**src/rtl/alu_mul_defs.sv**
```systemverilog
// Shared constants for the shift-add multiplier: FSM encodings, ALU opcode, widths.
package alu_mul_defs;

  localparam int OP_W  = 32;
  localparam int CNT_W = 5;

  typedef enum logic [1:0] {
    IDLE = 2'b00,
    EXEC = 2'b01,
    DONE = 2'b10
  } state_e;

  localparam logic [2:0] OP_AND = 3'b000;
  localparam logic [2:0] OP_OR  = 3'b001;
  localparam logic [2:0] OP_XOR = 3'b010;
  localparam logic [2:0] OP_NOR = 3'b011;
  localparam logic [2:0] OP_PSA = 3'b100;
  localparam logic [2:0] OP_PSB = 3'b101;
  localparam logic [2:0] OP_ADD = 3'b110;
  localparam logic [2:0] OP_SUB = 3'b111;

endpackage

```
**src/rtl/alu_mul_seq_alu32.sv**
```systemverilog
// 32-bit combinational ALU with carry, negative, zero and signed-overflow flags.
module alu32
  import alu_mul_defs::*;
(
  input  logic [OP_W-1:0] a_i,
  input  logic [OP_W-1:0] b_i,
  input  logic [2:0]      op_i,
  output logic [OP_W-1:0] y_o,
  output logic            c_o,
  output logic            n_o,
  output logic            z_o,
  output logic            v_o
);

  logic [OP_W:0] add_ext;
  logic [OP_W:0] sub_ext;

  assign add_ext = {1'b0, a_i} + {1'b0, b_i};
  assign sub_ext = {1'b0, a_i} - {1'b0, b_i};

  always_comb begin
    y_o = '0;
    c_o = 1'b0;
    v_o = 1'b0;
    unique case (op_i)
      OP_AND: y_o = a_i & b_i;
      OP_OR:  y_o = a_i | b_i;
      OP_XOR: y_o = a_i ^ b_i;
      OP_NOR: y_o = ~(a_i | b_i);
      OP_PSA: y_o = a_i;
      OP_PSB: y_o = b_i;
      OP_ADD: begin
        y_o = add_ext[OP_W-1:0];
        c_o = add_ext[OP_W];
        v_o = (a_i[OP_W-1] == b_i[OP_W-1]) && (y_o[OP_W-1] != a_i[OP_W-1]);
      end
      OP_SUB: begin
        y_o = sub_ext[OP_W-1:0];
        // carry reads as "no borrow"
        c_o = ~sub_ext[OP_W];
        v_o = (a_i[OP_W-1] != b_i[OP_W-1]) && (y_o[OP_W-1] != a_i[OP_W-1]);
      end
      default: y_o = '0;
    endcase
  end

  assign n_o = y_o[OP_W-1];
  assign z_o = (y_o == '0);

endmodule

```
**src/rtl/alu_mul_seq.sv**
```systemverilog
// Unsigned 32x32->64 sequential multiplier: one shift-add step per EXEC cycle via alu32.
module alu_mul_seq
  import alu_mul_defs::*;
#(
  parameter int N_ITER = 32
)
(
  input  logic                clk,
  input  logic                reset,
  input  logic                start,
  input  logic [OP_W-1:0]     multiplicand,
  input  logic [OP_W-1:0]     multiplier,
  output logic                busy,
  output logic                done,
  output logic [2*OP_W-1:0]   result
);

  localparam logic [CNT_W-1:0] LAST = CNT_W'(N_ITER - 1);

  state_e               state_q, state_d;
  logic [OP_W-1:0]      mcand_q, mcand_d;
  logic [2*OP_W-1:0]    p_q, p_d;
  logic [CNT_W-1:0]     cnt_q, cnt_d;
  logic [2*OP_W-1:0]    res_q, res_d;

  logic [OP_W-1:0]      addend;
  logic [OP_W-1:0]      sum;
  logic                 sum_c;
  logic [2*OP_W-1:0]    p_step;

  assign addend = mcand_q & {OP_W{p_q[0]}};

  alu32 u_alu (
    .a_i  (p_q[2*OP_W-1:OP_W]),
    .b_i  (addend),
    .op_i (OP_ADD),
    .y_o  (sum),
    .c_o  (sum_c),
    .n_o  (),
    .z_o  (),
    .v_o  ()
  );

  // carry lands in the top bit so no product bit is ever dropped
  assign p_step = {sum_c, sum, p_q[OP_W-1:1]};

  always_ff @(posedge clk) begin
    if (reset) begin
      state_q <= IDLE;
      mcand_q <= '0;
      p_q     <= '0;
      cnt_q   <= '0;
      res_q   <= '0;
    end else begin
      state_q <= state_d;
      mcand_q <= mcand_d;
      p_q     <= p_d;
      cnt_q   <= cnt_d;
      res_q   <= res_d;
    end
  end

  always_comb begin
    state_d = state_q;
    mcand_d = mcand_q;
    p_d     = p_q;
    cnt_d   = cnt_q;
    res_d   = res_q;
    unique case (state_q)
      IDLE: begin
        if (start) begin
          state_d = EXEC;
          mcand_d = multiplicand;
          p_d     = {{OP_W{1'b0}}, multiplier};
          cnt_d   = '0;
          res_d   = '0;
        end
      end
      EXEC: begin
        p_d = p_step;
        if (cnt_q == LAST) begin
          state_d = DONE;
          res_d   = p_step;
        end else begin
          cnt_d = cnt_q + 1'b1;
        end
      end
      DONE:    state_d = IDLE;
      default: state_d = IDLE;
    endcase
  end

  assign busy   = (state_q != IDLE);
  assign done   = (state_q == DONE);
  assign result = res_q;

endmodule

```
**config.mk**
```make
export PLATFORM = sky130hd
export DESIGN_NAME = alu_mul_seq
export DESIGN_NICKNAME = d
export VERILOG_FILES = /design/src/rtl/alu_mul_defs.sv /design/src/rtl/alu_mul_seq_alu32.sv /design/src/rtl/alu_mul_seq.sv
export SDC_FILE = /design/constraint.sdc
export NUM_CORES = 1
export LEC_CHECK = 0
export ABC_AREA = 1
export CORE_MARGIN = 2
export CORE_UTILIZATION = 51
export CTS_BUF_LIST = sky130_fd_sc_hd__clkbuf_8
export CTS_CLUSTER_SIZE = 8
export DETAILED_ROUTE_END_ITERATION = 7
export PLACE_DENSITY = 0.89
export SLEW_MARGIN = 10
export SYNTH_ARGS = -nofsm -noshare
export SYNTH_HDL_FRONTEND = slang
export SYNTH_SLANG_ARGS = --single-unit
```
**constraint.sdc**
```tcl
create_clock -name clk -period 2.1 [get_ports clk]
set_input_delay 0.42 -clock clk [delete_from_list [all_inputs] [get_ports clk]]
set_output_delay 0.42 -clock clk [all_outputs]
set_load 0.005 [all_outputs]
```
==> results of run 1 <==
-- logic make-up (layout without fill, tap and decap cells) --
kind of cell    Yosys count  in the layout  synth area share, %
simple gates            629            629                 29.7
fa+ha+maj                35             35                 5.17
compound gates          251            251                 15.3
xor+xnor                  1              1                0.102
buf+inv                 235            406                 10.9
flops                   167            167                 38.8
-- metal layers --
| layer | global-route usage (%) | up-vias |
|---|---|---|
| li1 | - | 4535 |
| met1 | 37.4 | 4540 |
| met2 | 52.1 | 626 |
| met3 | 6.46 | 201 |
| met4 | 13.8 | 0 |
| met5 | 0 | - |
-- worst max path at each step --
stage / start / end / slack (ns) / depth (start not counted)
2_1_floorplan: p_q[0]$_SDFFE_PP0P_ / p_q[47]$_SDFFE_PP0P_ / 0.005 / 17
3_3_place_gp: p_q[0]$_SDFFE_PP0P_ / p_q[53]$_SDFFE_PP0P_ / -0.14 / 16
3_5_place_dp: p_q[0]$_SDFFE_PP0P_ / p_q[53]$_SDFFE_PP0P_ / -0.20 / 16
4_1_cts: p_q[0]$_SDFFE_PP0P_ / p_q[60]$_SDFFE_PP0P_ / -0.03 / 15
5_1_grt: p_q[0]$_SDFFE_PP0P_ / result[63]$_SDFFE_PP0P_ / -0.30 / 17
6_report: p_q[0]$_SDFFE_PP0P_ / result[63]$_SDFFE_PP0P_ / -0.23 / 17
-- report_power, final --
group	total, mW	switching (mW)	internal, mW	leakage, nW
logic	1.32	0.751	0.571	3.98
registers	3.50	0.135	3.36	1.36
clock network	2.48	1.54	0.940	0.215
total	7.30	2.43	4.87	5.56
-- tightest hold or removal path, cell delays in order --
cell and delay [ns]:
buf_2 0.09, inv_2 0.21, o21ai_0 0.15, a21oi_1 0.05
-- through the flow --
step,util [%],hold slack (ns)
floorplan,-,0.430
global placement,62.6,0.447
detailed placement,62.6,0.459
CTS,70.0,0.464
global route,74.6,0.484
finish,74.6,0.467
-- registers in the layout, indices dropped and copies added, names as in the netlist --
| signal | cells |
|---|---|
| state_q | 2 |
| result | 64 |
| mcand_q | 32 |
| cnt_q | 5 |
| p_q | 64 |
-- repair_timing --
| action | 4_1_cts | 5_1_grt |
|---|---|---|
| endpoints found under the hold margin | 0 | 0 |
| pin swaps | 35 | 30 |
| setup buffers | 10 | 11 |
| gates resized for setup | 160 | 203 |
| gates cloned | 3 | 0 |
| setup endpoints to repair | 53 | 91 |
-- placed cells by master (no fill, tap or decap), types with 3 or more instances in the layout --
cell type,instances
clkbuf_8,17
ha_2,3
inv_2,32
nand3_4,4
inv_4,4
nand2_4,34
ha_4,24
buf_6,6
o21ai_2,5
clkdlybuf4s50_1,131
nand2_2,74
clkinv_8,6
nand3_1,86
buf_4,53
o21ai_0,83
nand3b_1,5
nand2_1,278
nor2_2,15
inv_8,4
buf_12,8
a21oi_1,77
nor2_1,87
inv_6,3
o21bai_1,5
a31oi_1,31
dfxtp_1,165
nand3_2,17
ha_1,7
a21oi_2,33
inv_1,135
nor3_2,5
nor2_4,17
a21oi_4,5
o21ai_1,9
-- final cells by class --
type                       instances  share of cell area [%]
multi-input combinational        916                    45.4
sequential                       167                    27.2
timing repair buffer             202                    16.3
inverter                         172                    5.36
tap                              220                    2.23
clock buffer                      17                    1.90
clock inverter                    15                    1.60
==> impl_metrics.env, run 1 <==
export IMPL_hp_start="reset"
export IMPL_dpl_cell_count=1656
export IMPL_rrSetupSlack_ns=-0.23
export IMPL_place_gp_congestion=0.983
export IMPL_grt_pass1_wl_microns=44500
export IMPL_avgSynthCellArea_sq_um=6.53
export IMPL_start_util_pct=52.1
export IMPL_ys_ff_latch=167
export IMPL_syn_area_sq_um=8610
export IMPL_routed_wl_microns=31200
export IMPL_layout_cells_non_filler=1709
export IMPL_finalSetupViolCount=55
export IMPL_die_y_microns=134
export IMPL_synthArstFlopShare_pct=0
export IMPL_cp_max_fo=5
export IMPL_synth_top_area_share_pct=38.8
export IMPL_grt_pass1_vias=9300
export IMPL_hold_violations=0
export IMPL_drive_gt1_share_pct=25.7
export IMPL_yosysTopAreaCell="dfxtp_1"
export IMPL_multi_input_area_sq_um=5600
export IMPL_min_period_ns=2.33
export IMPL_power_density_nw_per_um2=593
export IMPL_r2r_end="result[63]$_SDFFE_PP0P_"
export IMPL_port_buffer_count=132
export IMPL_clk_latency_ns=0.50
export IMPL_timing_rr_start="p_q[0]$_SDFFE_PP0P_"
export IMPL_ys_types=31
export IMPL_vias_per_cell=5.79
export IMPL_synthTopCellsByArea="dfxtp_1 39%, nand2_1 17%, inv_1 7.4%"
export IMPL_io_pins=133
export IMPL_root_buffer="clkbuf_8"
export IMPL_grt_overflow=0
export IMPL_clkSlewWorstSetupHoldPaths_ns=0.11
export IMPL_grt_max_degree=83
export IMPL_fin_ws_ns=-0.229
export IMPL_finalMaxSlewViolations=0
export IMPL_fmax_mhz=429
export IMPL_maxUsedRoutingLayer="met4"
export IMPL_drc=0
export IMPL_arrival_ns=2.76
export IMPL_status="finished with violations"
export IMPL_htreeDepth=4
export IMPL_cp_required_ns=2.53
export IMPL_rows=47
export IMPL_crit_path_top_delay_cell="dfxtp_4"
export IMPL_grt_use_total_pct=30.7
export IMPL_drt_initial_drc_count=1015
export IMPL_max_slew_margin_pct=31.4
export IMPL_critical_path_top_delay_family="simple AND/OR/NAND/NOR gates"
export IMPL_path_cells="buf_12 > nand2_4 > inv_4 > ha_4 > inv_2 > fa_2 > inv_2 > nand3_2 > nand3_4 > nand2_1 > nand2_2 > nand2_2 > nand2_4 > nand2_2 > nand2_2 > nand3_1 > a21oi_1"
export IMPL_ant_nets=0
export IMPL_reg2reg_depth=17
export IMPL_fin_skew_ns=0.0162
export IMPL_worst_setup_path_end_kind="flip-flop"
export IMPL_die_w_microns=134
export IMPL_total_power_mw=7.30
export IMPL_wl_met1_microns=11900
export IMPL_num_vias=9902
export IMPL_drt_pre_antenna_iters=6
export IMPL_netlist_instances=1318
export IMPL_dpl_instance_area_sq_um=10300
export IMPL_synth_ff_type="dfxtp_1"
export IMPL_die_area_sq_um=17900
export IMPL_finalCritPeriodShare_pct=111
export IMPL_final_cell_area_sq_um=12300
export IMPL_cts_buffers=17
export IMPL_ys_seq_area_share_pct=38.8
export IMPL_cts_sinks=167
export IMPL_worst_path_most_repeated_cell="nand2_2"
export IMPL_worst_path_buf_inv=4
export IMPL_worstSetupStartpointType="flip-flop"
export IMPL_seqCellArea_sq_um=3350
export IMPL_final_nets=1578
export IMPL_worstHoldPathCells=4
export IMPL_synth_edff_count=0
export IMPL_max_stage_delay_ns=0.43
export IMPL_drv_cap=0
export IMPL_synth_common_cells="386 x nand2_1, 169 x inv_1, 167 x dfxtp_1, 116 x nor2_1, 114 x a21oi_1"
export IMPL_n_antenna_cell=0
export IMPL_antenna_found_initial=0
export IMPL_vdd_drop_max_uv=444
export IMPL_synth_most_common_cell="nand2_1"
export IMPL_setup_tns_ns=-4.78
export IMPL_yosysWarningCount=0
export IMPL_dp_slack_ns=-0.197
export IMPL_cts_hold_buf=0
export IMPL_hp_class="input port to flip-flop"
export IMPL_cts_tree="yes"
export IMPL_wl_per_cell_microns=18.3
export IMPL_rsz0062_at_grt="true"
export IMPL_p_leak_nw=5.56
export IMPL_syn_num_nets=1420
export IMPL_tightest_slew_ns=1.03
export IMPL_nFillCells=1156
export IMPL_wl_met2_microns=14800
export IMPL_dpl_hpwl_microns=17800
export IMPL_area_growth_pct=43.1
export IMPL_core_sq_um=16500
export IMPL_min_to="result[35]$_SDFFE_PP0P_"
export IMPL_violations="negative setup slack"
export IMPL_met3_length_microns=2620
export IMPL_clockBufferDepth=2
export IMPL_worst_setup_path_type="flip-flop to flip-flop"
Power figures use the tool's default switching activity.
==> run 2, diff against run 1 <==
clock period = 2 ns   (was 2.1 ns; I/O delays follow)
==> run 2 against run 1 <==
  * The run still ends with negative setup slack left
  * Cell area down 0.18%
  * Sequential share of layout area is 0.10 points higher
  * Critical endpoint unchanged
  * Largest cell class unchanged
  * Hold slack worse by 0.026 ns
  * Clock-buffer cell count unchanged
==> impl_metrics.env, run 2 (synthesized netlist as in run 1, its figures left out) <==
export IMPL_status="finished with violations"
export IMPL_violations="negative setup slack"
export IMPL_tightest_slew_ns=0.493
export IMPL_worst_path_most_repeated_cell="nand2_2"
export IMPL_io_pins=133
export IMPL_antenna_found_initial=0
export IMPL_clk_latency_ns=0.50
export IMPL_drive_gt1_share_pct=23.1
export IMPL_start_util_pct=52.1
export IMPL_cts_tree="yes"
export IMPL_grt_pass1_wl_microns=42900
export IMPL_num_vias=9721
export IMPL_cts_sinks=167
export IMPL_root_buffer="clkbuf_8"
export IMPL_vdd_drop_max_uv=454
export IMPL_dpl_cell_count=1671
export IMPL_crit_path_top_delay_cell="dfxtp_4"
export IMPL_finalCritPeriodShare_pct=113
export IMPL_grt_overflow=0
export IMPL_finalSetupViolCount=54
export IMPL_dpl_hpwl_microns=17500
export IMPL_grt_pass1_vias=9068
export IMPL_crit_start="p_q[0]$_SDFFE_PP0P_"
export IMPL_final_cell_mix="314 x nand2_1, 162 x dfxtp_1, 147 x inv_1"
export IMPL_grt_use_total_pct=29.5
export IMPL_p_leak_nw=5.53
export IMPL_arrival_ns=2.69
export IMPL_reg2reg_depth=17
export IMPL_clkSlewWorstSetupHoldPaths_ns=0.12
export IMPL_routed_wl_microns=29500
export IMPL_worstSetupStartpointType="flip-flop"
export IMPL_path_depth=17
export IMPL_final_nets=1593
export IMPL_place_gp_congestion=0.938
export IMPL_fin_ws_ns=-0.258
export IMPL_die_area_sq_um=17900
export IMPL_fin_skew_ns=0.0193
export IMPL_hp_class="input port to flip-flop"
export IMPL_port_buffer_count=132
export IMPL_clockBufferDepth=2
export IMPL_worst_path_buf_inv=4
export IMPL_area_growth_pct=42.8
export IMPL_cp_endpoint="result[63]$_SDFFE_PP0P_"
export IMPL_drt_pre_antenna_iters=6
export IMPL_hold_violations=0
export IMPL_final_cell_area_sq_um=12300
export IMPL_min_period_ns=2.26
export IMPL_timing_rr_start="p_q[0]$_SDFFE_PP0P_"
export IMPL_dpl_instance_area_sq_um=10500
export IMPL_rows=47
export IMPL_fmax_mhz=443
export IMPL_r2r_end="result[63]$_SDFFE_PP0P_"
export IMPL_ant_nets=0
export IMPL_worst_setup_path_end_kind="flip-flop"
export IMPL_cp_max_fo=11
export IMPL_htreeDepth=4
export IMPL_n_antenna_cell=0
export IMPL_max_stage_delay_ns=0.39
export IMPL_cts_hold_buf=0
export IMPL_drv_cap=0
export IMPL_rrSetupSlack_ns=-0.26
export IMPL_die_y_microns=134
export IMPL_die_w_microns=134
export IMPL_drc=0
export IMPL_core_sq_um=16500
export IMPL_wl_per_cell_microns=17.1
export IMPL_vias_per_cell=5.64
export IMPL_finalMaxSlewViolations=0
export IMPL_grt_max_degree=83
export IMPL_max_slew_margin_pct=67.1
export IMPL_path_cells="buf_12 > nand2_2 > inv_2 > ha_4 > inv_2 > fa_2 > inv_2 > nand3_2 > nand3_4 > nand2_2 > nand2_2 > nand2_1 > nand2_2 > nand2_1 > nand2_2 > nand3_1 > a21oi_2"
export IMPL_layout_commonest_cell="nand2_1"
export IMPL_cp_required_ns=2.44
export IMPL_power_density_nw_per_um2=629
export IMPL_rsz0062_at_grt="true"
export IMPL_drt_initial_drc_count=898
export IMPL_critical_path_top_delay_family="simple AND/OR/NAND/NOR gates"
export IMPL_cts_buffers=17
export IMPL_layout_cells_non_filler=1724
export IMPL_worst_setup_path_type="flip-flop to flip-flop"
export IMPL_dp_slack_ns=-0.274
[run 2: report_power, final]
group          internal (mW)  switching (mW)  total, mW
sequential              3.53           0.134       3.66
combinational          0.601           0.768       1.37
clock                   1.03            1.68       2.70
total                   5.16            2.58       7.74
[run 2: layout make-up]
cell class	count	area, sq um
multi-input cells	916	5430
fillers	1163	4220
flip-flops and latches	167	3350
repair buffers	217	2120
inverters	172	663
well taps	220	275
clock buffers	17	234
clock inverters	15	228
[run 2: metrics by stage]
step / TNS (ns) / hold slack [ns] / power (mW) / util (%)
2_1_floorplan: -0.146 / 0.430 / 4.33 / -
3_3_place_gp: -4.93 / 0.443 / 4.87 / 63.6
3_5_place_dp: -6.99 / 0.449 / 4.90 / 63.6
4_1_cts: -1.18 / 0.424 / 7.60 / 70.4
5_1_grt: -12.48 / 0.458 / 8.00 / 74.4
6_report: -8.02 / 0.441 / 7.74 / 74.4
[run 2: timing repair]
action | 4_1_cts | 5_1_grt
resized for setup | 129 | 154
endpoints found under the setup margin | 61 | 72
pin swaps | 25 | 38
cloned | 0 | 1
buffers inserted | 9 | 12
[run 2: worst min-delay path by stage]
stage / startpoint / end / slack, ns / cells past startpoint
after floorplan: p_q[31]$_SDFFE_PP0P_ / p_q[31]$_SDFFE_PP0P_ / 0.43 / 2
after global placement: p_q[31]$_SDFFE_PP0P_ / p_q[31]$_SDFFE_PP0P_ / 0.44 / 2
after detailed placement: p_q[31]$_SDFFE_PP0P_ / p_q[31]$_SDFFE_PP0P_ / 0.45 / 2
after CTS: reset / p_q[54]$_SDFFE_PP0P_ / 0.42 / 3
after global routing: reset / p_q[45]$_SDFFE_PP0P_ / 0.46 / 3
final: reset / p_q[30]$_SDFFE_PP0P_ / 0.44 / 3
[run 2: worst register-to-register path, delay by kind of cell, from the launching register on]
kind                       cells  cell delay (ns)
adders and majority gates      2             0.47
DFF                            1             0.39
AOI/OAI and AO/OA              1             0.15
and+or+nand+nor               10             0.84
buffers and inverters          4             0.36
[run 2: layer usage]
metal / track usage [%] / wire (microns)
met2: 50.1 / 14300
met4: 15.2 / 1480
met5: 0 / 0
met1: 35.6 / 11600
met3: 5.59 / 2150
==> run 3, diff against run 2 <==
CORE_UTILIZATION = 49   (was 51)
CTS_BUF_LIST = sky130_fd_sc_hd__clkbuf_4 sky130_fd_sc_hd__clkbuf_8 sky130_fd_sc_hd__clkbuf_16   (was sky130_fd_sc_hd__clkbuf_8)
PLACE_DENSITY = 0.87   (was 0.89)
==> run 3 against run 2 <==
  * The run still ends with negative setup slack left
  * Flip-flop and latch count unchanged
  * Register-to-register slack worse by 0.04 ns
  * Worst setup slack lost 0.044 ns
  * Core utilization is 0.82 points lower
  * Clock power is 30% higher
  * Hold slack gained 0.030 ns
  * Total power grew 12%
  * Fmax decreased by 1.9%
  * Combinational power increased by 7%
  * Largest cell class unchanged
  * Largest power group unchanged
==> impl_metrics.env, run 3 (synthesized netlist as in run 1, its figures left out) <==
export IMPL_status="finished with violations"
export IMPL_violations="negative setup slack"
export IMPL_place_gp_congestion=0.941
export IMPL_clkSlewWorstSetupHoldPaths_ns=0.07
export IMPL_drv_cap=0
export IMPL_drive_gt1_share_pct=26.3
export IMPL_final_cell_mix="297 x nand2_1, 163 x dfxtp_1, 134 x inv_1"
export IMPL_finalMaxSlewViolations=0
export IMPL_n_antenna_cell=0
export IMPL_die_w_microns=137
export IMPL_utilization_pct=73.6
export IMPL_p_sw_share_pct=29.5
export IMPL_grt_pass1_vias=9285
export IMPL_clk_latency_ns=0.44
export IMPL_grt_overflow=0
export IMPL_htreeDepth=4
export IMPL_vias_per_cell=5.64
export IMPL_cts_buffers=17
export IMPL_drc=0
export IMPL_port_buffer_count=132
export IMPL_vdd_drop_max_uv=637
export IMPL_rows=48
export IMPL_antenna_found_initial=1
export IMPL_grt_max_degree=83
export IMPL_crit_path_top_delay_cell="dfxtp_4"
export IMPL_io_pins=133
export IMPL_max_stage_delay_ns=0.39
export IMPL_root_buffer="clkbuf_16"
export IMPL_drt_initial_drc_count=949
export IMPL_die_y_microns=137
export IMPL_p_int_mw=6.09
export IMPL_rsz0062_at_grt="true"
export IMPL_nFillCells=1192
export IMPL_arrival_ns=2.66
export IMPL_grt_pass1_wl_microns=43800
export IMPL_start_util_pct=50.0
export IMPL_worst_setup_path_type="flip-flop to flip-flop"
export IMPL_dpl_hpwl_microns=17500
export IMPL_drt_pre_antenna_iters=8
export IMPL_fin_ws_ns=-0.302
export IMPL_area_growth_pct=47.3
export IMPL_grt_use_total_pct=29.2
export IMPL_tightest_slew_ns=0.980
export IMPL_finalCritPeriodShare_pct=115
export IMPL_worstSetupStartpointType="flip-flop"
export IMPL_final_nets=1594
export IMPL_fin_skew_ns=0.0103
export IMPL_cp_required_ns=2.36
export IMPL_worst_setup_path_end_kind="flip-flop"
export IMPL_power_share_clock_pct=40.6
export IMPL_path_cells="buf_8 > nand2_1 > inv_2 > ha_4 > nand2_2 > nor2_2 > nand3_1 > nand3_4 > nand2_1 > nand3_1 > nand3_2 > a21oi_1"
export IMPL_num_vias=9757
export IMPL_cts_tree="yes"
export IMPL_switchingPower_mw=2.55
export IMPL_max_slew_margin_pct=34.7
export IMPL_cts_sinks=167
export IMPL_routed_wl_microns=30700
export IMPL_hold_slack_ns=0.471
export IMPL_p_leak_nw=5.63
export IMPL_cp_max_fo=5
export IMPL_power_density_nw_per_um2=682
export IMPL_fmax_mhz=434
export IMPL_layout_commonest_cell="nand2_1"
export IMPL_clockBufferDepth=2
export IMPL_hold_violations=0
export IMPL_core_sq_um=17200
export IMPL_die_area_sq_um=18700
export IMPL_min_period_ns=2.30
export IMPL_pwr_share_seq_pct=42.4
export IMPL_hp_class="flip-flop to flip-flop"
export IMPL_pwr_share_comb_pct=17.0
export IMPL_wl_per_cell_microns=17.8
export IMPL_ant_nets=0
export IMPL_finalSetupViolCount=55
[run 3: cell types whose count changed in the layout (fill, tap and decap cells not counted), sizes merged]
cell | before | now
clkinv | 8 | 5
clkbuf | 18 | 20
buf | 85 | 84
dlymetal6s2s | 1 | 0
inv | 179 | 180
bufinv | 0 | 2
clkdlybuf4s50 | 130 | 131
[run 3: layout make-up]
| class | count | area [sq um] | share of cell area [%] |
|---|---|---|---|
| clock buffer | 17 | 425 | 3.35 |
| clock inverter | 15 | 203 | 1.60 |
| inverter | 172 | 656 | 5.17 |
| multi-input combinational | 916 | 5610 | 44.2 |
| sequential | 167 | 3360 | 26.4 |
| tap | 225 | 282 | 2.22 |
| timing repair buffer | 218 | 2160 | 17.0 |
[run 3: worst max-delay path, delay by kind of cell (launching register included)]
family	cells	cell delay (ns)
AO/OA/AOI/OAI	1	0.18
adder cells (fa/ha/maj)	1	0.32
buffers and inverters	2	0.20
flip-flops	1	0.39
AND/OR/NAND/NOR	8	1.13
[run 3: power by group through the flow]
stage	Sequential (mW)	Combinational (mW)	Clock [mW]
2_1_floorplan	3.69	0.635	0
3_3_place_gp	3.71	1.15	0
3_5_place_dp	3.72	1.17	0
4_1_cts	3.65	1.22	3.50
5_1_grt	3.68	1.57	3.65
6_report	3.66	1.47	3.51
[run 3: stage by stage]
stage | power [mW] | setup TNS, ns | cell area [sq um] | instances | setup slack, ns
2_1_floorplan | 4.33 | -0.146 | 8650 | 1318 | -0.0425
3_3_place_gp | 4.86 | -6.63 | 10500 | 1675 | -0.258
3_5_place_dp | 4.89 | -9.58 | 10500 | 1675 | -0.313
4_1_cts | 8.37 | -3.05 | 11800 | 1720 | -0.138
5_1_grt | 8.90 | -13.26 | 12700 | 1730 | -0.349
6_report | 8.65 | -9.12 | 12700 | 1730 | -0.302
[run 3: worst paths after layout]
check / from / end / slack [ns] / cells past startpoint
worst max-delay path: p_q[0]$_SDFFE_PP0P_ / p_q[57]$_SDFFE_PP0P_ / -0.30 / 12
worst max register to register: p_q[0]$_SDFFE_PP0P_ / p_q[57]$_SDFFE_PP0P_ / -0.30 / 12
worst min register to register: result[11]$_SDFFE_PP0P_ / result[11]$_SDFFE_PP0P_ / 0.47 / 2
worst min-delay path: result[11]$_SDFFE_PP0P_ / result[11]$_SDFFE_PP0P_ / 0.47 / 2
[run 3: repair_timing]
| action | CTS | global route |
|---|---|---|
| setup endpoints to repair | 67 | 83 |
| pin swaps | 14 | 31 |
| hold buffers | 0 | 0 |
| cloned | 0 | 5 |
| setup buffers | 13 | 9 |
| resized for setup | 120 | 218 |
[run 3: per-layer routing]
layer	up-vias	global-route usage [%]	part of all wire (%)
met2	526	50.4	48
met3	129	5.70	8.2
met5	-	0	0.042
li1	4566	-	-
met4	2	11.5	4.7
met1	4534	35.7	39
